===== src/rtl/wb_node_arbiter.sv =====
// Round-robin 2-master/1-slave Wishbone classic arbiter; registered grant, 1-cycle arbitration plus 1 idle turnaround.
// Slave stalls pass straight through; a stalled strobe is errored back to its master after TIMEOUT cycles.
module wb_node_arbiter #(
    parameter int AW      = 32,
    parameter int DW      = 32,
    parameter int TIMEOUT = 255
) (
    input  logic              wb_clk_i,
    input  logic              wb_rst_i,
    input  logic              m0_cyc_i,
    input  logic              m0_stb_i,
    input  logic              m0_we_i,
    input  logic [DW/8-1:0]   m0_sel_i,
    input  logic [AW-1:0]     m0_adr_i,
    input  logic [DW-1:0]     m0_dat_i,
    output logic [DW-1:0]     m0_dat_o,
    output logic              m0_ack_o,
    output logic              m0_err_o,
    input  logic              m1_cyc_i,
    input  logic              m1_stb_i,
    input  logic              m1_we_i,
    input  logic [DW/8-1:0]   m1_sel_i,
    input  logic [AW-1:0]     m1_adr_i,
    input  logic [DW-1:0]     m1_dat_i,
    output logic [DW-1:0]     m1_dat_o,
    output logic              m1_ack_o,
    output logic              m1_err_o,
    output logic              s_cyc_o,
    output logic              s_stb_o,
    output logic              s_we_o,
    output logic [DW/8-1:0]   s_sel_o,
    output logic [AW-1:0]     s_adr_o,
    output logic [DW-1:0]     s_dat_o,
    input  logic [DW-1:0]     s_dat_i,
    input  logic              s_ack_i,
    output logic [1:0]        gnt_o
);
    localparam int CW = $clog2(TIMEOUT + 1);

    typedef enum logic [1:0] {
        IDLE = 2'd0,
        GNT0 = 2'd1,
        GNT1 = 2'd2
    } state_t;

    state_t        r_state;
    logic [1:0]    r_gnt;
    logic          r_last;
    logic [CW-1:0] r_wdog;

    logic w_act;
    logic w_sel1;
    logic w_cyc;
    logic w_stb;
    logic w_to;

    assign w_act  = r_gnt[0] | r_gnt[1];
    assign w_sel1 = r_gnt[1];
    assign w_cyc  = w_sel1 ? m1_cyc_i : m0_cyc_i;
    assign w_stb  = w_act & (w_sel1 ? m1_stb_i : m0_stb_i);
    // The timeout cycle is itself the last stalled cycle; a same-cycle ack cancels it.
    assign w_to   = w_stb & ~s_ack_i & (r_wdog == CW'(TIMEOUT - 1));

    assign s_cyc_o = w_act & w_cyc;
    assign s_stb_o = w_stb & ~w_to;
    assign s_we_o  = w_act & (w_sel1 ? m1_we_i : m0_we_i);
    assign s_sel_o = w_act ? (w_sel1 ? m1_sel_i : m0_sel_i) : '0;
    assign s_adr_o = w_act ? (w_sel1 ? m1_adr_i : m0_adr_i) : '0;
    assign s_dat_o = w_act ? (w_sel1 ? m1_dat_i : m0_dat_i) : '0;

    assign m0_ack_o = r_gnt[0] & s_ack_i;
    assign m0_err_o = r_gnt[0] & w_to;
    assign m1_ack_o = r_gnt[1] & s_ack_i;
    assign m1_err_o = r_gnt[1] & w_to;

    // Read data is shared and unqualified; it is only held at zero during reset.
    assign m0_dat_o = wb_rst_i ? '0 : s_dat_i;
    assign m1_dat_o = wb_rst_i ? '0 : s_dat_i;

    assign gnt_o = r_gnt;

    always_ff @(posedge wb_clk_i or posedge wb_rst_i) begin
        if (wb_rst_i) begin
            r_state <= IDLE;
            r_gnt   <= 2'b00;
            r_last  <= 1'b1;
            r_wdog  <= '0;
        end else begin
            case (r_state)
                IDLE: begin
                    r_wdog <= '0;
                    if (m0_cyc_i && (!m1_cyc_i || r_last)) begin
                        r_state <= GNT0;
                        r_gnt   <= 2'b01;
                    end else if (m1_cyc_i) begin
                        r_state <= GNT1;
                        r_gnt   <= 2'b10;
                    end
                end
                GNT0, GNT1: begin
                    if (!w_cyc) begin
                        r_state <= IDLE;
                        r_gnt   <= 2'b00;
                        r_last  <= (r_state == GNT1);
                        r_wdog  <= '0;
                    end else if (w_stb && !s_ack_i && !w_to) begin
                        r_wdog <= r_wdog + CW'(1);
                    end else begin
                        r_wdog <= '0;
                    end
                end
                default: begin
                    r_state <= IDLE;
                    r_gnt   <= 2'b00;
                    r_wdog  <= '0;
                end
            endcase
        end
    end
endmodule


===== config.mk =====
export PLATFORM = sky130hd
export DESIGN_NAME = wb_node_arbiter
export DESIGN_NICKNAME = d
export VERILOG_FILES = /design/src/rtl/wb_node_arbiter.sv
export SDC_FILE = /design/constraint.sdc
export NUM_CORES = 1
export LEC_CHECK = 0
export BUFFER_PORTS_ARGS = -buffer_cell sky130_fd_sc_hd__buf_2
export CAP_MARGIN = 30
export CORE_AREA = 5 5 120 122
export DETAILED_ROUTE_END_ITERATION = 10
export DIE_AREA = 0 0 125 127
export PLACE_DENSITY = 0.53
export SYNTH_ARGS = -nofsm -noshare
export SYNTH_HDL_FRONTEND = slang
export SYNTH_SLANG_ARGS = --single-unit

===== constraint.sdc =====
create_clock -name wb_clk_i -period 3.9 [get_ports wb_clk_i]
set_input_delay 0.39 -clock wb_clk_i [delete_from_list [all_inputs] [get_ports wb_clk_i]]
set_output_delay 0.39 -clock wb_clk_i [all_outputs]
set_load 0.05 [all_outputs]

# Word-level counts from Yosys, hierarchy flattened
# Index checks and enable logic that the tools add are counted.
[totals] regBits=11 latch_bits=0 ram_bits=0 mem_bits_ro=0 input_bits=177 output_inout_bits=141 n_memories=0
[classes] add_sub_neg=1 multipliers=0 div=0 order_cmp=0 eq_ne=5 shifts=0 n_mux=17 bitwise=14 reduce_logical=11
[ops] cell="32-bit two-way mux" count=5
[ops] cell="8-bit two-way mux" count=3
[ops] cell="1-bit AND" count=10
[ops] cell="8-bit by 1-bit adder with 8-bit output, second input constant" count=1
[ops] cell="8-bit equality test, second input constant" count=1
[ops] cell="4-bit two-way mux" count=2
[ops] cell="2-bit two-way mux" count=3
[ops] cell="2-bit one-hot mux with 2 select lines" count=1
[ops] cell="2-bit AND reduction" count=2
[ops] cell="1-bit logical AND" count=3
[ops] cell="1-bit logical NOT" count=3
[ops] cell="1-bit two-way mux" count=3
[ops] cell="3-bit inequality test, second input constant" count=1
[ops] cell="1-bit NOT" count=3
[ops] cell="2-bit by 1-bit equality test with 1-bit output, second input constant" count=1
[ops] cell="2-bit equality test, second input constant" count=1
[ops] cell="2-bit logical NOT" count=1
[ops] cell="2-bit inequality test, second input constant" count=1
[ops] cell="2-bit OR reduction" count=1
[ops] cell="1-bit logical OR" count=1
[ops] cell="1-bit OR" count=1

# Logic depth before layout (Yosys ltp)
# Gate-level depths: netlist (run 1).
[depth] word_depth=9 mapped_depth=7 depth_no_buf=5

# Worst setup path before layout (run 1)
# Ideal clock, no wire load.
[synth_timing] path_type="register to output" start="register r_gnt[1] (netlist: gnt_o[1])" end="output s_stb_o" t_arrival_ns=2.861 required_time_ns=3.510 setup_slack_ns=0.649 path_stages_with_launch=7 n_path_buf=3 path_cell_list="dfrtp_1 buf_2 buf_2 inv_1 ha_1 clkbuf_1 a211oi_1"
[synth_via] elab_chain_cells=6 word_cells_on_any_way=7
[synth_rtl] element="from (decl)" line="47" source="logic [1:0] r_gnt;"
[synth_rtl] element="from (signal assigned)" line="85" source="r_gnt <= 2'b00;"
[synth_rtl] element="from (signal assigned)" line="94" source="r_gnt <= 2'b01;"
[synth_rtl] element="from (signal assigned)" line="97" source="r_gnt <= 2'b10;"
[synth_rtl] element="1-bit OR / 1-bit two-way mux (equally long branches)" line="57, 60"
[synth_rtl] element="1-bit AND *" line="60" source="assign w_stb = w_act & (w_sel1 ? m1_stb_i : m0_stb_i);"
[synth_rtl] element="1-bit AND (2 in series)" line="62" source="assign w_to = w_stb & ~s_ack_i & (r_wdog == CW'(TIMEOUT - 1));"
[synth_rtl] element="1-bit NOT" line="65" source="assign s_stb_o = w_stb & ~w_to;"
[synth_rtl] element="1-bit AND *" line="65"
[synth_rtl] element="to (decl)" line="29" source="output logic s_stb_o,"
# Mark *: on every way between the ends. The rest lies on a longest branch, timed or not.

# Worst setup path in the final report (run 1)
[layout_timing] start="register r_gnt[1] (netlist: gnt_o[1])" end="output s_dat_o[7]"
[layout_via] elab_chain_cells=2 word_cells_on_any_way=3
[layout_rtl] element="32-bit two-way mux / 1-bit OR (equally long branches)" line="69, 57"
[layout_rtl] element="32-bit two-way mux *" line="69" source="assign s_dat_o = w_act ? (w_sel1 ? m1_dat_i : m0_dat_i) : '0;"
[layout_rtl] element="to (decl)" line="33" source="output logic [DW-1:0] s_dat_o,"
# Marked as above.

==> results.toml, run 1 <==
[cts]
h-tree-depth = 1
cts.path.max_buffers = 2
cts_hold_buf = 0
cts_buffers = 3
clock_sinks = 11
clk_latency_ns = 0.24
cts_tree = "yes"
clk_root_buffer_cell = "clkbuf_16"
cts_resized = 0
post-cts-setup-buffer-count = 0
clk_pin_slew_ns = 0.04

[pwr]
power_density_nw_per_um2 = 782
p_total_w = 0.00292
leakagePower_nw = 2.20
p_clk_share_pct = 6.5
p_int_w = 0.000899
p_switching_w = 0.00202
switching_share_pct = 69.2
peakVddDrop_mv = 0.413
combPwrFrac_pct = 88.4
p_seq_share_pct = 5.1

[placement]
gp_congestion = 0.916
dp_hpwl_mm = 9.52
dp_cells = 737
portBuffers = 317
dp_slack_ns = 1.60

[drt]
drt-total-wl_mm = 10.9
wire_per_inst_microns = 14.6
vias = 2938
firstDrtPassIters = 4
drtIter0Drc = 149
drt_drc_violations_left = 0
ant_nets = 0
vias_per_cell = 3.96

[global_route]
grt_max_degree = 63
grt_pass1_vias = 2854
grt_pass1_wl_mm = 15.8
grt_remaining_overflow = 0
track_usage_pct = 12.1
antenna_found_initial = 0

[floorplanning]
die_area_sq_um = 15900
die_y_microns = 127
ios = 318
core_area_sq_um = 13100
fp.dieW_microns = 125
start_util_pct = 16.4
num_rows = 42

[yosys]
synth_top_area_share_pct = 33.1
syn_area_sq_um = 2150
synth_seq_cells = 11
syn_area_per_cell_sq_um = 7.33
synth_top_cell_by_area = "mux2i_1"
yosysWarnings = 0
syn_inst = 293
synthTopCellsByArea = "mux2i_1, nor2_1, dfrtp_1"
synth_cell_type_count = 28
ys_seq_area_share_pct = 12.9
syn_nets = 474

[setup_path]
critPathKind = "reg -> out"
critPathMaxFanout = 62
cp.arrival_ns = 2.15
cp.required_ns = 3.51
crit_path_start_kind = "flop"
critPathCaptureType = "output port"
reg2reg_depth = 4

[run]
drv_cap = 0

[layout]
seq_area_sq_um = 280
layout-drive-gt1-share_pct = 58.6
nNetsFinal = 747
final_common_cell = "buf_2"
antennaDiodeCount = 0
fillerInstances = 1437
multi_input_area_sq_um = 1510
areaGrowthSynthToFinish_pct = 74.0
final_util_pct = 28.5
final_cell_mix = "buf_2, nor2_1, mux2i_1"
finalNonFillerCells = 741

[timing]
setup_tns_ns = 0
slew_headroom_pct = 58.8
hold_viol = 0
clock_skew_ns = 0.00158
rsz0062_at_grt = "false"
tightest_slew_ns = 0.618
slew_viol_final = 0
finalCriticalPeriod_ns = 2.54
finalCritPeriodShare_pct = 65.2
setup_viol = 0
timing.fmax_mhz = 393
postLayoutSetupSlackWorst_ns = 1.36

[outcome]
outcome = "finished, final reports clean"

[worst_hold_path]
hp-class = "in -> async"
[registers in the layout (all words and copies together), names as in the netlist]
signal and flops:
gnt_o 2, r_last 1, r_wdog 8
[power by group through the flow]
stage	Clock, W	Combinational, W	Sequential (W)
after global routing	0.000203	0.00273	0.000152
final	0.000189	0.00258	0.000149
after detailed placement	0	0.00260	0.000152
after CTS	0.000194	0.00260	0.000150
after global placement	0	0.00261	0.000152
after floorplan	0	0.00202	0.000172
[cell type report]
| cell class | count | area share, % |
|---|---|---|
| well taps | 176 | 5.90 |
| inverters | 9 | 0.905 |
| repair buffers | 320 | 43.1 |
| multi-input cells | 221 | 40.5 |
| flip-flops and latches | 11 | 7.50 |
| clock buffers | 4 | 2.11 |
[metal layers]
metal	GRT usage [%]	vias up	share of wire [%]
li1	-	1490	-
met1	13.7	1268	37
met2	23.2	173	53
met3	2.84	7	8.5
met4	2.30	0	0.86
met5	0	-	0
[Yosys cell counts, drive strengths merged]
cell / n
nor2: 74
nor2b: 32
dfrtp: 10
o22ai: 2
xor2: 2
a211oi: 4
nand4: 2
nand3: 5
nor3: 6
and3: 2
o2bb2ai: 1
ha: 4
buf: 43
or3: 4
mux2i: 71
nand2: 2
o211ai: 2
clkbuf: 9
inv: 9
mux2: 1
xnor2: 1
dfstp: 1
o21ai: 5
a32o: 1
[final timing paths]
check                          from    endpoint  slack [ns]
min in group wb_clk_i      m1_cyc_i    gnt_o[1]        0.47
hold / removal             wb_rst_i   r_wdog[7]        0.41
setup reg to reg           gnt_o[1]    gnt_o[0]        2.06
setup / recovery           gnt_o[1]  s_dat_o[7]        1.36
hold reg to reg              r_last      r_last        0.49
max in group asynchronous  wb_rst_i    gnt_o[1]        3.15
[critical path, cell delays in order (launching register included)]
cell	delay, ns
dfrtp_4	0.49
inv_1	0.09
ha_2	0.36
buf_4	0.57
nor2_1	0.12
buf_2	0.24
[cell families (layout without fill, tap and decap cells)]
family          after synthesis  count (layout)  share of synthesized area, %
buf+inv                      61             333                          16.8
compound gates               15              15                          5.65
fa+ha+maj                     4               4                          2.33
flops                        11              11                          12.9
simple gates                127             127                          27.5
xor+xnor                      3               3                          1.22
mux                          72              72                          33.6
[per-stage QoR]
step / instance area, sq um / hold slack [ns]
floorplan: 2150 / 0.455
global placement: 3660 / 0.481
detailed placement: 3660 / 0.487
CTS: 3730 / 0.454
global route: 3730 / 0.485
finish: 3730 / 0.410
Power figures use the tool's default switching activity.
==> run 2, diff against run 1 <==
ABC_AREA = 1   (was unset)
CORE_AREA = 5 5 122 124   (was 5 5 120 122)
DIE_AREA = 0 0 127 129   (was 0 0 125 127)
PLACE_DENSITY = 0.54   (was 0.53)
clock period = 2.1 ns   (was 3.9 ns; I/O delays follow)
==> run 2 against run 1 <==
Setup slack got worse by 1.3 ns. Power increased by 150%. Via count increased by 19%. Critical path depth grew 2. Final area rose by 21%. Global-route usage rose by 0.81 points. Synthesized cell count rose by 45%. Critical path type unchanged. Critical endpoint is now s_adr_o[19]. Largest power group unchanged.
==> results.toml, run 2 <==
[outcome]
outcome = "finished, final reports clean"

[layout]
final_cell_mix = "buf_2, nor2_1, nor2_4"
areaGrowthSynthToFinish_pct = 106
fillerInstances = 1518
layout-drive-gt1-share_pct = 60.6
final_common_cell = "buf_2"
antennaDiodeCount = 0
multi_input_area_sq_um = 1870
nNetsFinal = 878
finalNonFillerCells = 876
final_area_sq_um = 4530
top_register = "r_wdog"
largest_reg_flops = 8
seq_area_sq_um = 278
final_util_pct = 33.1

[timing]
slew_viol_final = 0
rsz0062_at_grt = "true"
finalCritPeriodShare_pct = 96.4
hold-worst-slack_ns = 0.232
setup_viol = 0
tightest_slew_ns = 0.514
timing.fmax_mhz = 494
clock_skew_ns = 0.00200
finalCriticalPeriod_ns = 2.02
hold_viol = 0
slew_headroom_pct = 65.7

[placement]
place_area_sq_um = 4240
gp_congestion = 0.821
portBuffers = 317
dp_hpwl_mm = 9.94
dp_cells = 869

[yosys]
synth_cell_type_count = 24
synthTopCellsByCount = "nor2_1, o21ai_0, inv_1"
synth_top_area_share_pct = 30.2
syn_area_per_cell_sq_um = 5.17
synthTopCellsByArea = "nor2_1, o21ai_0, dfrtp_1"
syn_area_sq_um = 2200
ys_seq_area_share_pct = 12.6
yosysWarnings = 0
syn_inst = 425
syn_nets = 606
async_flop_share_pct = 100
synth.most_common_cell = "nor2_1"
synth_seq_cells = 11
synth_top_cell_by_area = "nor2_1"
synth_edf_count = 0
synth_flop_cell = "dfrtp_1"

[floorplanning]
ios = 318
fp.dieW_microns = 127
num_rows = 43
die_area_sq_um = 16400
start_util_pct = 16.1
core_area_sq_um = 13700
die_y_microns = 129

[setup_path]
reg2reg_depth = 7
critPathKind = "reg -> out"
crit_path_start_kind = "flop"
crit_path_max_incr_delay_ns = 0.38
cp.required_ns = 1.89
cp.arrival_ns = 1.81
critPathMaxFanout = 32
cp_cell_sequence = "inv_1 > ha_2 > inv_4 > buf_12 > o21ai_0 > nor2_4 > clkbuf_4"
crit_slowest_cell = "dfrtp_1"
critPathCaptureType = "output port"

[pwr]
peakVddDrop_mv = 0.790
power_density_nw_per_um2 = 1580
leakagePower_nw = 2.54
p_total_w = 0.00715

[global_route]
antenna_found_initial = 0
grt_remaining_overflow = 0
grt_max_degree = 73
grt_pass1_vias = 3314
grt_pass1_wl_mm = 17.6
track_usage_pct = 12.9

[drt]
firstDrtPassIters = 5
ant_nets = 0
vias = 3509
drt-total-wl_mm = 12.6
drt_drc_violations_left = 0
vias_per_cell = 4.01
drtIter0Drc = 155
wire_per_inst_microns = 14.4

[cts]
cts_hold_buf = 0
post-cts-setup-buffer-count = 0
clk_root_buffer_cell = "clkbuf_16"
clk_pin_slew_ns = 0.04
cts_tree = "yes"
clk_latency_ns = 0.23
cts_buffers = 3
h-tree-depth = 1
clock_sinks = 11
cts.path.max_buffers = 2

[worst_hold_path]
hp-class = "in -> async"

[run]
drv_cap = 0
run 2: cells by family (layout without fill, tap and decap cells):
| family | Yosys count | count (layout) | synth area share (%) |
|---|---|---|---|
| adders and majority gates | 4 | 4 | 2.28 |
| buffers and inverters | 107 | 378 | 24.7 |
| AOI/OAI and AO/OA | 72 | 72 | 16.5 |
| DFF | 11 | 11 | 12.6 |
| and+or+nand+nor | 228 | 228 | 42.7 |
| xor gates and xnor gates | 3 | 3 | 1.20 |
run 2: stage by stage:
step           setup TNS [ns]  setup slack, ns
2_1_floorplan         -0.0323          -0.0139
3_3_place_gp                0            0.239
3_5_place_dp                0            0.243
4_1_cts                     0         0.000347
5_1_grt                -0.397          -0.0465
6_report                    0           0.0754
run 2: area by class of cell:
| cell class | instances | share of cell area (%) |
|---|---|---|
| repair buffers | 325 | 41.6 |
| multi-input cells | 307 | 41.4 |
| flip-flops and latches | 11 | 6.14 |
| well taps | 180 | 4.98 |
| inverters | 49 | 4.17 |
| clock buffers | 4 | 1.74 |
run 2: worst paths after layout:
check	startpoint	slack, ns	endpoint
worst max-delay path	gnt_o[0]	0.08	s_adr_o[19]
worst min-delay path	wb_rst_i	0.23	r_wdog[4]
worst max register to register	gnt_o[1]	0.70	r_wdog[0]
worst min register to register	r_last	0.47	r_last
max in group asynchronous	wb_rst_i	1.54	r_last
min in group wb_clk_i	m0_cyc_i	0.29	gnt_o[0]
run 2: power by group:
group / leakage [nW] / switching (W) / internal [W]
sequential: 0.147 / 0.0000345 / 0.000250
clock: 0.0382 / 0.0000886 / 0.000254
combinational: 2.35 / 0.00471 / 0.00181
run 2: timing repair:
item	in CTS	in global routing
resized for setup	3	73
setup endpoints to repair	3	65
cloned	0	3
run 2: metal layers:
| metal | vias up | routed length, microns | global-route usage [%] |
|---|---|---|---|
| li1 | 1799 | - | - |
| met1 | 1548 | 5170 | 17.3 |
| met5 | - | 0 | 0 |
| met4 | 0 | 131 | 1.51 |
| met3 | 8 | 907 | 2.03 |
| met2 | 154 | 6440 | 22.5 |
run 2: critical path, delay by kind of cell (launching register included):
| kind | cells | cell delay (ns) |
|---|---|---|
| DFF | 1 | 0.38 |
| adders and majority gates | 1 | 0.24 |
| buffers and inverters | 4 | 0.63 |
| AOI/OAI and AO/OA | 1 | 0.18 |
| and+or+nand+nor | 1 | 0.11 |
